## src/rtl/ysyx_23060061_wbu.sv

```systemverilog
// Writeback unit: single-entry buffer between EXU/LSU and the register file.
// Shapes the writeback value, drives the RF write port and the commit handshake.
module ysyx_23060061_wbu #(
   parameter int ADDR_WIDTH = 5,
   parameter int DATA_WIDTH = 32
) (
   input  logic                  clk,
   input  logic                  rst,
   input  logic                  in_valid,
   output logic                  in_ready,
   input  logic [31:0]           in_pc,
   input  logic [ADDR_WIDTH-1:0] in_rd,
   input  logic                  in_wb_en,
   input  logic [1:0]            in_wb_sel,
   input  logic [DATA_WIDTH-1:0] in_alu_res,
   input  logic [DATA_WIDTH-1:0] in_load_raw,
   input  logic [2:0]            in_funct3,
   input  logic [DATA_WIDTH-1:0] in_csr_rdata,
   output logic                  rf_wen,
   output logic [ADDR_WIDTH-1:0] rf_waddr,
   output logic [DATA_WIDTH-1:0] rf_wdata,
   output logic                  commit_valid,
   input  logic                  commit_ready,
   output logic [31:0]           commit_pc,
   output logic                  commit_exc,
   output logic [63:0]           retire_cnt
);

   localparam logic [1:0] SEL_ALU  = 2'd0;
   localparam logic [1:0] SEL_LOAD = 2'd1;
   localparam logic [1:0] SEL_PC4  = 2'd2;
   localparam logic [1:0] SEL_CSR  = 2'd3;

   // Handshake: a transfer happens on a posedge where valid and ready are both
   // high; valid never depends on ready, and the payload is stable while stalled.

   logic                  full_q;
   logic [31:0]           pc_q;
   logic [ADDR_WIDTH-1:0] rd_q;
   logic                  wb_en_q;
   logic [1:0]            sel_q;
   logic [DATA_WIDTH-1:0] alu_q;
   logic [DATA_WIDTH-1:0] raw_q;
   logic [2:0]            f3_q;
   logic [DATA_WIDTH-1:0] csr_q;
   logic [63:0]           cnt_q;

   logic                  fire_in;
   logic                  fire_out;
   logic [1:0]            off;
   logic [7:0]            byte_v;
   logic [15:0]           half_v;
   logic                  misaligned;
   logic                  illegal;
   logic [DATA_WIDTH-1:0] load_v;
   logic [DATA_WIDTH-1:0] wdata_v;

   assign in_ready     = !full_q || commit_ready;
   assign commit_valid = full_q;
   assign fire_in      = in_valid && in_ready;
   assign fire_out     = full_q && commit_ready;
   assign off          = alu_q[1:0];

   always_comb begin
      byte_v = raw_q[7:0];
      case (off)
         2'd0: byte_v = raw_q[7:0];
         2'd1: byte_v = raw_q[15:8];
         2'd2: byte_v = raw_q[23:16];
         2'd3: byte_v = raw_q[31:24];
         default: byte_v = raw_q[7:0];
      endcase
      half_v = off[1] ? raw_q[31:16] : raw_q[15:0];
   end

   always_comb begin
      misaligned = 1'b0;
      illegal    = 1'b0;
      load_v     = raw_q;
      case (f3_q)
         3'b000: load_v = {{(DATA_WIDTH-8){byte_v[7]}}, byte_v};
         3'b100: load_v = {{(DATA_WIDTH-8){1'b0}}, byte_v};
         3'b001: begin
            load_v     = {{(DATA_WIDTH-16){half_v[15]}}, half_v};
            misaligned = off[0];
         end
         3'b101: begin
            load_v     = {{(DATA_WIDTH-16){1'b0}}, half_v};
            misaligned = off[0];
         end
         3'b010: begin
            load_v     = raw_q;
            misaligned = (off != 2'd0);
         end
         default: illegal = 1'b1;
      endcase
   end

   always_comb begin
      wdata_v = alu_q;
      case (sel_q)
         SEL_ALU:  wdata_v = alu_q;
         SEL_LOAD: wdata_v = load_v;
         SEL_PC4:  wdata_v = pc_q + 32'd4;
         SEL_CSR:  wdata_v = csr_q;
         default:  wdata_v = alu_q;
      endcase
   end

   assign commit_exc = full_q && (sel_q == SEL_LOAD) && (misaligned || illegal);
   assign commit_pc  = pc_q;
   assign rf_waddr   = rd_q;
   assign rf_wdata   = wdata_v;
   assign rf_wen     = fire_out && wb_en_q && (rd_q != '0) && !commit_exc;
   assign retire_cnt = cnt_q;

   always_ff @(posedge clk) begin
      if (rst) begin
         full_q  <= 1'b0;
         pc_q    <= '0;
         rd_q    <= '0;
         wb_en_q <= 1'b0;
         sel_q   <= '0;
         alu_q   <= '0;
         raw_q   <= '0;
         f3_q    <= '0;
         csr_q   <= '0;
         cnt_q   <= '0;
      end else begin
         if (fire_out && !commit_exc) cnt_q <= cnt_q + 64'd1;
         // A simultaneous accept and retire keeps the buffer full with the new entry.
         if (fire_in) begin
            full_q  <= 1'b1;
            pc_q    <= in_pc;
            rd_q    <= in_rd;
            wb_en_q <= in_wb_en;
            sel_q   <= in_wb_sel;
            alu_q   <= in_alu_res;
            raw_q   <= in_load_raw;
            f3_q    <= in_funct3;
            csr_q   <= in_csr_rdata;
         end else if (fire_out) begin
            full_q <= 1'b0;
         end
      end
   end

endmodule

```

## config.mk

```make
export PLATFORM = sky130hd
export DESIGN_NAME = ysyx_23060061_wbu
export DESIGN_NICKNAME = d
export VERILOG_FILES = /design/src/rtl/ysyx_23060061_wbu.sv
export SDC_FILE = /design/constraint.sdc
export NUM_CORES = 1
export LEC_CHECK = 0
export ABC_AREA = 1
export BUFFER_PORTS_ARGS = -buffer_cell sky130_fd_sc_hd__buf_4
export CAP_MARGIN = 5
export CORE_UTILIZATION = 38
export CTS_CLUSTER_DIAMETER = 60
export DETAILED_ROUTE_END_ITERATION = 16
export PLACE_DENSITY_LB_ADDON = 0.08
export SYNTH_ARGS = -nofsm -noshare
export SYNTH_HDL_FRONTEND = slang
export SYNTH_SLANG_ARGS = --single-unit
export TNS_END_PERCENT = 30
```

## constraint.sdc

```tcl
create_clock -name clk -period 3 [get_ports clk]
set_input_delay 0.15 -clock clk [delete_from_list [all_inputs] [get_ports clk]]
set_output_delay 0.15 -clock clk [all_outputs]
set_load 0.1 [all_outputs]
```

* Word-level counts from Yosys, hierarchy flattened
Cells that the tools add are included.
W data, S select, Z words.
** Storage, ports and cells
- Register bits :: 204
- Input bits :: 143
- Logic and storage cells :: 50
** Cells by class
- Add/subtract/negate cells :: 2
- Eq/ne operators :: 10
- Mux-type cells :: 8
- Reduce and logical (&&, ||, !) cells :: 20
** Operator list (count)
- $pmux W32 S4 :: 2
- $add A64 B1 Y64 const B :: 1
- $add A32 B3 Y32 const B :: 1
- $pmux W8 S4 :: 1
- $mux W16 :: 1
- $eq A2 B2 Y1 const B :: 4
- $logic_and A1 B1 Y1 :: 8
- $eq A3 B3 Y1 const B :: 2
- $reduce_bool A5 Y1 :: 1
- $reduce_or A5 Y1 :: 1
- $eq A2 B1 Y1 const B :: 2
- $logic_not A2 Y1 :: 2
- $reduce_bool A2 Y1 :: 2
- $eq A3 B1 Y1 const B :: 1
- $eq A3 B2 Y1 const B :: 1
- $logic_not A3 Y1 :: 1
- $mux W1 :: 3
- $logic_not A1 Y1 :: 2
- $logic_or A1 B1 Y1 :: 2
- $pmux W1 S2 :: 1
- $reduce_or A2 Y1 :: 1

* Logic depth before layout (Yosys ltp)
Gate-level depths: netlist (run 1).
- Depth after elaboration :: 7
- Gate-level depth with buffers :: 12
- Mapped depth without buffers :: 11

* Least setup slack after synthesis (run 1)
No wires, ideal clock.
- Path type :: register -> output
- Start :: register pc_q[3], in the netlist commit_pc[3]
- End :: output rf_wdata[6]
- Data arrival time :: 3237 ps
- Setup slack :: -387 ps
- Cell stages (with the launch flop) :: 6
- Buffers on the path :: 0
- Cells stage by stage :: dfxtp_1 -> ha_1 -> nand2_1 -> nor2_1 -> o21ai_0 -> o2111ai_1
** On the way
- Word-level cells in the longest chain between the ends :: 2
** RTL lines
- from (decl) :: RTL line 38 : logic [31:0] pc_q;
- from (signal assigned) :: RTL line 134 : pc_q <= in_pc;
- $add A32 B3 Y32 :: RTL line 104 : SEL_PC4: wdata_v = pc_q + 32'd4;
- $pmux W32 S4 :: RTL line 101 : case (sel_q)
- to (decl) :: RTL line 21 : output logic [DATA_WIDTH-1:0] rf_wdata,
No other way between the ends.

* Final worst setup path (run 1)
- Start :: register pc_q[6], in the netlist commit_pc[6]
- End :: output rf_wdata[25]
Same word-level chain as after synthesis.

==> run_results.csv, run 1 <==
group,metric,value,unit
outcome,status,"finished clean",
worst_setup_path,worst_setup_path_end_kind,"output port",
finish,n_fill_cell,2805,
timing,setup_viol,0,
timing,min_period,2.85,ns
global_route,grt_max_degree,105,
worst_setup_path,crit_arrival,2.70,ns
pwr,power_density,534,mW/mm²
timing,drv_slew,0,
placement,port_buffers,279,
finish,syn2layout_area_growth,43.8,%
finish,layout_commonest_cell,"nor2_1",
timing,holdWs,0.0152,ns
synth,syn_area,0.0110,mm²
timing,max_freq,351,MHz
drt,vias,12997,
pwr,power_leakage,6.65,nW
timing,skew,0.0209,ns
floorplanning,rows,61,
synth,synth_largest_area_cell,"dfxtp_1",
worst_setup_path,worstPathRequired,2.85,ns
flow_run,drv_cap,0,
finish,drive_gt1_frac,0.194,
synth,ys_seq_elements,204,
global_route,grt_pass1_vias,11887,
drt,top_layer_used,"met4",
synth,synth-seq-area-share,0.371,
timing,tightest_slew,0.780,ns
finish,ff_latch_area,0.00409,mm²
synth,synth_compound_area_frac,0.150,
pwr,power.total,8.46,mW
synth,synth_top_cells_by_area,"dfxtp_1 (37%), nor2_1 (15%), nand2_1 (13%)",
global_route,antenna_found_initial,0,
floorplanning,fp.dieH,172,µm
drt,dr.first_iter.drc_count,1104,
placement,place_congestion,0.946,
worst_setup_path,crit_fanout,6,
synth,netlist.area_leader.share,0.371,
drt,first_pass_iters,6,
floorplanning,die_w,172,µm
pwr,peakVddDrop,0.505,mV
timing,finalHoldViolCount,0,
clock_tree,clk_latency,0.55,ns
clock_tree,clkTransAtPathRegs,0.06,ns
clock_tree,max-clock-path-buffers,3,
drt,met2WireLength,18.9,mm
min_path,hp-class,"input port to register",
worst_setup_path,startpoint_type,"register",
synth,synth-simple-area-share,0.387,
finish,multi_input_area,0.00615,mm²
floorplanning,initial_core_util,0.391,
floorplanning,io_pins,280,
drt,route.met3.wl,3.91,mm
synth,synth_adder_area_share,0.00227,
timing,rsz0062_at_grt,"no",
global_route,grt.total_usage,0.308,
timing,fin_crit_sh,0.949,
finish,most-common-layout-cells,"nor2_1 (427), nand2_1 (373), buf_4 (296)",
synth,synth_xor_area_frac,0.0127,
synth,yosys_warnings,0,
drt,ant_nets,0,
synth,synth_top_family_by_area,"simple AND/OR/NAND/NOR gates",
clock_tree,cts_tree,"built",
clock_tree,cts.sinks,204,
synth,synthMuxAreaShare,0.00273,
synth,netlist_instances,1736,
timing,fin_tns_setup,0,ns
synth,postSynthAreaPerCell,6.34,µm²
drt,drc,0,
floorplanning,floorplan.die_area,0.0297,mm²
worst_setup_path,crit_type,"register to output port",
clock_tree,cts_root_buffer,"clkbuf_16",
drt,wirelength,46.6,mm
finish,num-nets-final,2275,
floorplanning,core,0.0282,mm²
clock_tree,cts_buffers,28,
global_route,grt_overflow_total,0,
global_route,grt_pass1_wl,69.1,mm
drt,wl_per_cell,18.4,µm
drt,wl_met1,22.5,mm
clock_tree,ctsHtreeMaxLevel,1,
timing,relSlewSlack,0.476,
finish,n_antenna_cell,0,
synth,yosysUniqueCellTypes,45,
drt,via_per_inst,5.15,
synth,syn-num-nets,1881,
placement,dp_hpwl,34.7,mm
state kept, by name (all words and copies together) (netlist names):
| register | cells |
|---|---|
| alu_q | 32 |
| rf_waddr | 5 |
| csr_q | 32 |
| wb_en_q | 1 |
| commit_valid | 1 |
| commit_pc | 32 |
| f3_q | 3 |
| sel_q | 2 |
| raw_q | 32 |
| retire_cnt | 64 |
worst max-delay path, stage by stage, from the launching register on:
cell,delay [ns]
dfxtp_1,0.49
nand2_1,0.22
nor2_1,0.18
nand2_1,0.14
nor2_4,0.18
nand3_1,0.15
o21ai_0,0.19
nand3_1,0.22
nand4_1,0.16
buf_6,0.24
synthesized netlist by cell type (all sizes together):
master and number:
o21bai 5, dfxtp 204, and3 6, and2 1, nand2 385, mux2i 3, nand3 80, clkbuf 42
ha 2, nor3b 3, nor2 456, a21boi 3, nand3b 2, a21oi 86, a31oi 7, a211oi 1
buf 33, nor3 20, o211ai 15, inv 129, or2 6, o21a 1, o21ai 184, o221ai 2
o2111ai 4, xor2 9, xnor2 7, nand4 39, a22o 1
kinds of logic after synthesis:
kind of cell / Yosys count
XOR/XNOR: 16
adder cells (fa/ha/maj): 2
multiplexers: 3
AO/OA/AOI/OAI: 309
flip-flops: 204
AND/OR/NAND/NOR: 998
buffers and inverters: 204
what timing repair did:
item	CTS	global route
setup buffers	0	0
hold endpoints to repair	135	0
hold buffers	135	0
resized for setup	0	6
endpoints found under the setup margin	0	9
layout make-up:
| class | instances | area share |
|---|---|---|
| clock buffers | 34 | 0.0469 |
| flip-flops and latches | 204 | 0.258 |
| repair buffers | 439 | 0.234 |
| multi-input cells | 1328 | 0.388 |
| well taps | 378 | 0.0299 |
| clock inverters | 14 | 0.0120 |
| inverters | 129 | 0.0308 |
worst paths after layout:
| path | start | slack, ns | end | cells after the start |
|---|---|---|---|---|
| worst min register to register | raw_q[11] | 0.47 | raw_q[11] | 2 |
| worst max-delay path | commit_pc[6] | 0.15 | rf_wdata[25] | 9 |
| worst min-delay path | in_pc[12] | 0.02 | commit_pc[12] | 3 |
| worst max register to register | retire_cnt[1] | 0.93 | retire_cnt[60] | 11 |
where the power goes:
part | switching [mW] | total, mW | internal (mW) | leakage [nW]
logic | 1.46 | 2.06 | 0.602 | 4.52
clock network | 1.30 | 3.40 | 2.10 | 0.456
registers | 0.145 | 3.01 | 2.86 | 1.68
stage by stage:
| stage | cells | worst slack (ns) | util | area [µm²] |
|---|---|---|---|---|
| after CTS | 2526 | 0.0502 | 0.561 | 15800 |
| final | 2526 | 0.153 | 0.562 | 15800 |
| after global routing | 2526 | 0.0129 | 0.562 | 15800 |
| after floorplan | 1736 | -0.121 | - | 11000 |
| after global placement | 2343 | 0.617 | 0.480 | 13500 |
| after detailed placement | 2343 | 0.638 | 0.480 | 13500 |
routing by layer:
layer,global-route usage,vias to the layer above
li1,-,6412
met1,0.460,5965
met2,0.444,560
met3,0.0542,60
met4,0.0893,0
met5,0,-
Power figures use the tool's default switching activity.
==> run 2, diff against run 1 <==
- REMOVE_ABC_BUFFERS: unset -> 1
- SETUP_SLACK_MARGIN: unset -> 0.3
==> run 2 against run 1 <==
Effect of this change: cell count fell by 0.24%; sequential power barely moved; register-to-register slack got worse by 0.10 ns; combinational power fell by 2%; via count fell by 1.9%; global-route usage fell by 3.2 points; highest routed layer unchanged; total power fell by 4.8%; routed wire length fell by 9.1%; sequential share of layout area rose by 0.22 points; die area did not move; clock skew fell by 0.0064 ns.
==> run_results.csv, run 2 (synthesized netlist as in run 1, its figures left out) <==
group,metric,value,unit
outcome,status,"finished clean",
finish,largest_reg_flops,64,
finish,layout_commonest_cell,"nor2_1",
global_route,grt.total_usage,0.276,
pwr,power_leakage,6.57,nW
worst_setup_path,crit_arrival,2.48,ns
placement,dp.cells,2334,
worst_setup_path,crit_type,"register to output port",
timing,finalHoldViolCount,0,
global_route,grt_pass1_vias,11834,
clock_tree,cts.sinks,204,
floorplanning,fp.dieH,172,µm
timing,holdWs,0.0338,ns
timing,relSlewSlack,0.397,
clock_tree,clkTransAtPathRegs,0.06,ns
min_path,hold_path_depth,3,
drt,ant_nets,0,
placement,place_congestion,0.961,
drt,first_pass_iters,7,
floorplanning,core,0.0282,mm²
clock_tree,cts_tree,"built",
worst_setup_path,r2r-start,"sel_q[1]",
worst_setup_path,timing.rr.end,"retire_cnt[46]",
pwr,switching_share,0.342,
drt,wl_per_cell,16.8,µm
finish,drive_gt1_frac,0.192,
floorplanning,die_w,172,µm
pwr,p_sw,2.76,mW
timing,setup_viol,0,
min_path,hp-class,"input port to register",
pwr,power_frac_clock,0.377,
global_route,antenna_found_initial,2,
drt,dr.first_iter.drc_count,979,
global_route,grt_overflow_total,0,
clock_tree,cts_buffers,25,
drt,via_per_inst,5.06,
timing,fin_crit_sh,0.875,
timing,skew,0.0145,ns
placement,dp_hpwl,30.4,mm
worst_setup_path,startpoint_type,"register",
finish,num-nets-final,2268,
worst_setup_path,crit_fanout,4,
clock_tree,max-clock-path-buffers,3,
drt,wirelength,42.3,mm
pwr,p_int,5.30,mW
timing,min_period,2.63,ns
timing,drv_slew,0,
min_path,worst_hold_startpoint,"commit_ready",
worst_setup_path,reg2regPathDepth,8,
global_route,grt_max_degree,176,
worst_setup_path,reg2reg_slack,0.83,ns
pwr,peakVddDrop,0.315,mV
pwr,power_density,513,mW/mm²
timing,tightest_slew,0.905,ns
finish,stdcell_count,2520,
pwr,pwr-share-comb,0.250,
clock_tree,cts_root_buffer,"clkbuf_16",
floorplanning,floorplan.die_area,0.0297,mm²
pwr,seqPwrFrac,0.373,
flow_run,drv_cap,0,
timing,max_freq,381,MHz
finish,most-common-layout-cells,"nor2_1 (426), nand2_1 (372), buf_4 (288)",
worst_setup_path,worst_setup_path_end_kind,"output port",
placement,port_buffers,279,
drt,drc,0,
floorplanning,initial_core_util,0.391,
timing,rsz0062_at_grt,"yes",
finish,syn2layout_area_growth,42.7,%
min_path,min_to,"commit_valid",
floorplanning,io_pins,280,
clock_tree,clk_latency,0.52,ns
floorplanning,rows,61,
clock_tree,ctsHtreeMaxLevel,1,
global_route,grt_pass1_wl,63.6,mm
drt,vias,12752,
worst_setup_path,worstPathRequired,2.85,ns
## run 2: power by group through the flow
stage,clock [mW],sequential (mW),combinational (mW)
global placement,0,3.05,1.83
global route,3.20,3.02,2.13
floorplan,0,3.31,0.978
detailed placement,0,3.06,1.83
finish,3.04,3.00,2.02
CTS,3.11,3.00,1.99
## run 2: critical path, stage by stage (launching register included)
cell	delay, ns
dfxtp_1	0.38
ha_2	0.23
nand2_1	0.10
nor2_1	0.15
inv_1	0.12
nor2_1	0.26
a21oi_1	0.11
o21ai_0	0.17
nand4_1	0.16
buf_4	0.27
## run 2: how the worst max path moves through the flow
stage                       startpoint            to  slack (ns)
after floorplan           commit_valid     alu_q[10]       -1.50
after global placement         f3_q[1]  rf_wdata[21]        0.74
after detailed placement  commit_pc[3]  rf_wdata[14]        0.64
after CTS                 commit_pc[3]  rf_wdata[10]        0.23
after global routing      commit_pc[4]  rf_wdata[21]        0.25
final                     commit_pc[2]   rf_wdata[8]        0.37
## run 2: cell type report
| class | instances | area, µm² |
|---|---|---|
| Multi-Input combinational cell | 1329 | 6160 |
| Antenna cell | 2 | 5.00 |
| Tap cell | 378 | 473 |
| Timing Repair Buffer | 434 | 3680 |
| Inverter | 129 | 490 |
| Sequential cell | 204 | 4090 |
| Clock buffer | 31 | 668 |
| Clock inverter | 13 | 150 |
| Fill cell | 2796 | 12500 |
## run 2: what timing repair did
action / in CTS / in global routing
hold buffers: 138 / 0
buffers inserted: 0 / 1
endpoints found under the hold margin: 138 / 0
gates resized for setup: 5 / 17
setup endpoints to repair: 25 / 26
gates cloned: 0 / 1
pin swaps: 0 / 3
## run 2: stage by stage
step | setup WS, ns | instance area [µm²] | setup TNS [ns] | util | power [mW]
after global routing | 0.249 | 15700 | 0 | 0.558 | 8.35
after CTS | 0.227 | 15600 | 0 | 0.555 | 8.10
final | 0.375 | 15700 | 0 | 0.558 | 8.06
after global placement | 0.738 | 13400 | 0 | 0.477 | 4.88
after detailed placement | 0.639 | 13400 | 0 | 0.477 | 4.89
after floorplan | -1.50 | 10700 | -177.85 | - | 4.29
## run 2: per-layer routing
layer,GRT usage,routed length [µm],vias up
met5,0,0,-
met4,0.0873,1270,0
met3,0.0327,2260,71
met2,0.486,20500,372
met1,0.348,18300,5904
li1,-,-,6405
==> run 3, diff against run 2 <==
- RECOVER_POWER: unset -> 50
==> run 3 against run 2 <==
Effect of this change: worst setup slack worse by 0.0035 ns; clock skew up 0.00066 ns; critical path depth unchanged; non-clock buffer count unchanged; combinational power down 2%; via count up 0.45%; count of clock-buffer cells in the layout unchanged; cell area down 2.7%; fmax down 0.13%; flip-flop and latch count unchanged; register-to-register slack worse by 0.38 ns; routed wire length up 0.12%; highest routed layer unchanged.
==> run_results.csv, run 3 (synthesized netlist as in run 1, its figures left out) <==
group,metric,value,unit
timing,rsz0062_at_grt,"yes",
worst_setup_path,critPathMaxStageDelay,0.39,ns
placement,dpl_cell_area,0.0134,mm²
global_route,grt.total_usage,0.276,
global_route,grt_pass1_wl,63.6,mm
pwr,p_int,5.26,mW
timing,drv_slew,0,
timing,tightest_slew,1.27,ns
pwr,power_frac_clock,0.379,
floorplanning,core,0.0282,mm²
worst_setup_path,cp_slowest_cell,"dfxtp_1",
timing,min_period,2.63,ns
finish,most-common-layout-cells,"nor2_1 (432), nand2_1 (373), dfxtp_1 (200)",
worst_setup_path,worst_setup_path_end_kind,"output port",
placement,dp_hpwl,30.4,mm
drt,wirelength,42.4,mm
worst_setup_path,crit_fanout,4,
global_route,grt_overflow_total,0,
clock_tree,cts_tree,"built",
pwr,p_sw,2.76,mW
clock_tree,clkTransAtPathRegs,0.06,ns
timing,fin_crit_sh,0.876,
drt,dr.first_iter.drc_count,1007,
global_route,antenna_found_initial,2,
finish,stdcell_count,2520,
timing,skew,0.0152,ns
pwr,peakVddDrop,0.315,mV
drt,drc,0,
flow_run,drv_cap,0,
floorplanning,rows,61,
placement,place_congestion,0.961,
finish,final_cell_area,0.0153,mm²
worst_setup_path,startpoint_type,"register",
floorplanning,floorplan.die_area,0.0297,mm²
finish,layout_commonest_cell,"nor2_1",
clock_tree,max-clock-path-buffers,3,
placement,port_buffers,279,
floorplanning,fp.dieH,172,µm
min_path,hold_path_depth,3,
finish,syn2layout_area_growth,38.9,%
worst_setup_path,r2r-start,"sel_q[1]",
clock_tree,cts_buffers,25,
clock_tree,cts.sinks,204,
timing,setup_viol,0,
clock_tree,clk_latency,0.52,ns
pwr,power_leakage,6.14,nW
global_route,grt_max_degree,176,
timing,relSlewSlack,0.156,
worst_setup_path,critical-path-top-delay-family,"simple AND/OR/NAND/NOR gates",
clock_tree,ctsHtreeMaxLevel,1,
pwr,seqPwrFrac,0.374,
finish,largest_reg_flops,64,
floorplanning,initial_core_util,0.391,
timing,finalHoldViolCount,0,
worst_setup_path,cp_common_cell,"nor2_1",
drt,wl_per_cell,16.8,µm
clock_tree,cts_root_buffer,"clkbuf_16",
timing,fin_tns_setup,0,ns
worst_setup_path,worstPathRequired,2.85,ns
worst_setup_path,timing.rr.end,"retire_cnt[19]",
worst_setup_path,crit_chain,"ha_2 -> nand2_1 -> nor2_1 -> inv_1 -> nor2_1 -> a21oi_1 -> o21ai_0 -> nand4_1 -> buf_4",
timing,max_freq,380,MHz
global_route,grt_pass1_vias,11834,
worst_setup_path,cp.depth,9,
drt,ant_nets,0,
worst_setup_path,crit_type,"register to output port",
min_path,worst_hold_startpoint,"in_pc[14]",
worst_setup_path,reg2reg_slack,0.45,ns
min_path,hp-class,"input port to register",
worst_setup_path,reg2regPathDepth,9,
floorplanning,die_w,172,µm
placement,dp.cells,2334,
pwr,switching_share,0.344,
drt,via_per_inst,5.08,
worst_setup_path,crit_buf_inv,2,
drt,first_pass_iters,5,
pwr,pwr-share-comb,0.247,
outcome,status,"finished clean",
finish,num-nets-final,2268,
floorplanning,io_pins,280,
finish,n_fill_cell,2912,
min_path,min_to,"commit_pc[14]",
worst_setup_path,crit_arrival,2.48,ns
pwr,power_density,524,mW/mm²
finish,drive_gt1_frac,0.140,
drt,vias,12810,
-- run 3: area by class of cell --
| class | count | area, µm² | area share |
|---|---|---|---|
| Antenna cell | 2 | 5.00 | 0.000327 |
| Clock inverter | 13 | 150 | 0.00982 |
| Tap cell | 378 | 473 | 0.0309 |
| Inverter | 129 | 490 | 0.0321 |
| Multi-Input combinational cell | 1329 | 6120 | 0.400 |
| Timing Repair Buffer | 434 | 3290 | 0.215 |
| Sequential cell | 204 | 4090 | 0.267 |
| Clock buffer | 31 | 668 | 0.0437 |
-- run 3: worst max-delay path by stage --
stage                            start             end  slack, ns
after floorplan           commit_valid       alu_q[10]      -1.50
after global placement         f3_q[1]    rf_wdata[21]       0.74
after detailed placement  commit_pc[3]    rf_wdata[14]       0.64
after CTS                 commit_pc[3]    rf_wdata[10]       0.23
after global routing           f3_q[0]  retire_cnt[19]       0.20
final                     commit_pc[2]     rf_wdata[8]       0.37
-- run 3: timing repair --
| action | 4_1_cts | 5_1_grt |
|---|---|---|
| pin swaps | 0 | 3 |
| hold buffers | 138 | 0 |
| hold endpoints to repair | 138 | 0 |
| setup buffers | 0 | 1 |
| cloned | 0 | 1 |
| setup endpoints to repair | 25 | 26 |
| resized for setup | 5 | 17 |
-- run 3: tightest hold or removal path, cell delays in order --
cell	delay (ns)
buf_4	0.08
o21ai_0	0.14
a21oi_1	0.18
-- run 3: layer usage --
| layer | GRT usage | vias to the layer above | share of wire |
|---|---|---|---|
| li1 | - | 6405 | - |
| met1 | 0.348 | 5936 | 0.43 |
| met2 | 0.486 | 399 | 0.48 |
| met3 | 0.0327 | 70 | 0.051 |
| met4 | 0.0873 | 0 | 0.030 |
| met5 | 0 | - | 0 |
-- run 3: power by group through the flow --
| stage | registers, mW | clock network (mW) | logic [mW] |
|---|---|---|---|
| 3_5_place_dp | 3.06 | 0 | 1.83 |
| 3_3_place_gp | 3.05 | 0 | 1.83 |
| 5_1_grt | 3.02 | 3.20 | 2.09 |
| 2_1_floorplan | 3.31 | 0 | 0.978 |
| 6_report | 3.00 | 3.04 | 1.98 |
| 4_1_cts | 3.00 | 3.11 | 1.99 |
-- run 3: per-stage QoR --
step | power [mW] | hold WS, ns | util | worst slack (ns)
2_1_floorplan | 4.29 | 0.219 | - | -1.50
3_3_place_gp | 4.88 | 0.402 | 0.477 | 0.738
3_5_place_dp | 4.89 | 0.407 | 0.477 | 0.639
4_1_cts | 8.10 | 0.0177 | 0.555 | 0.227
5_1_grt | 8.31 | 0.104 | 0.543 | 0.202
6_report | 8.02 | 0.0719 | 0.543 | 0.371
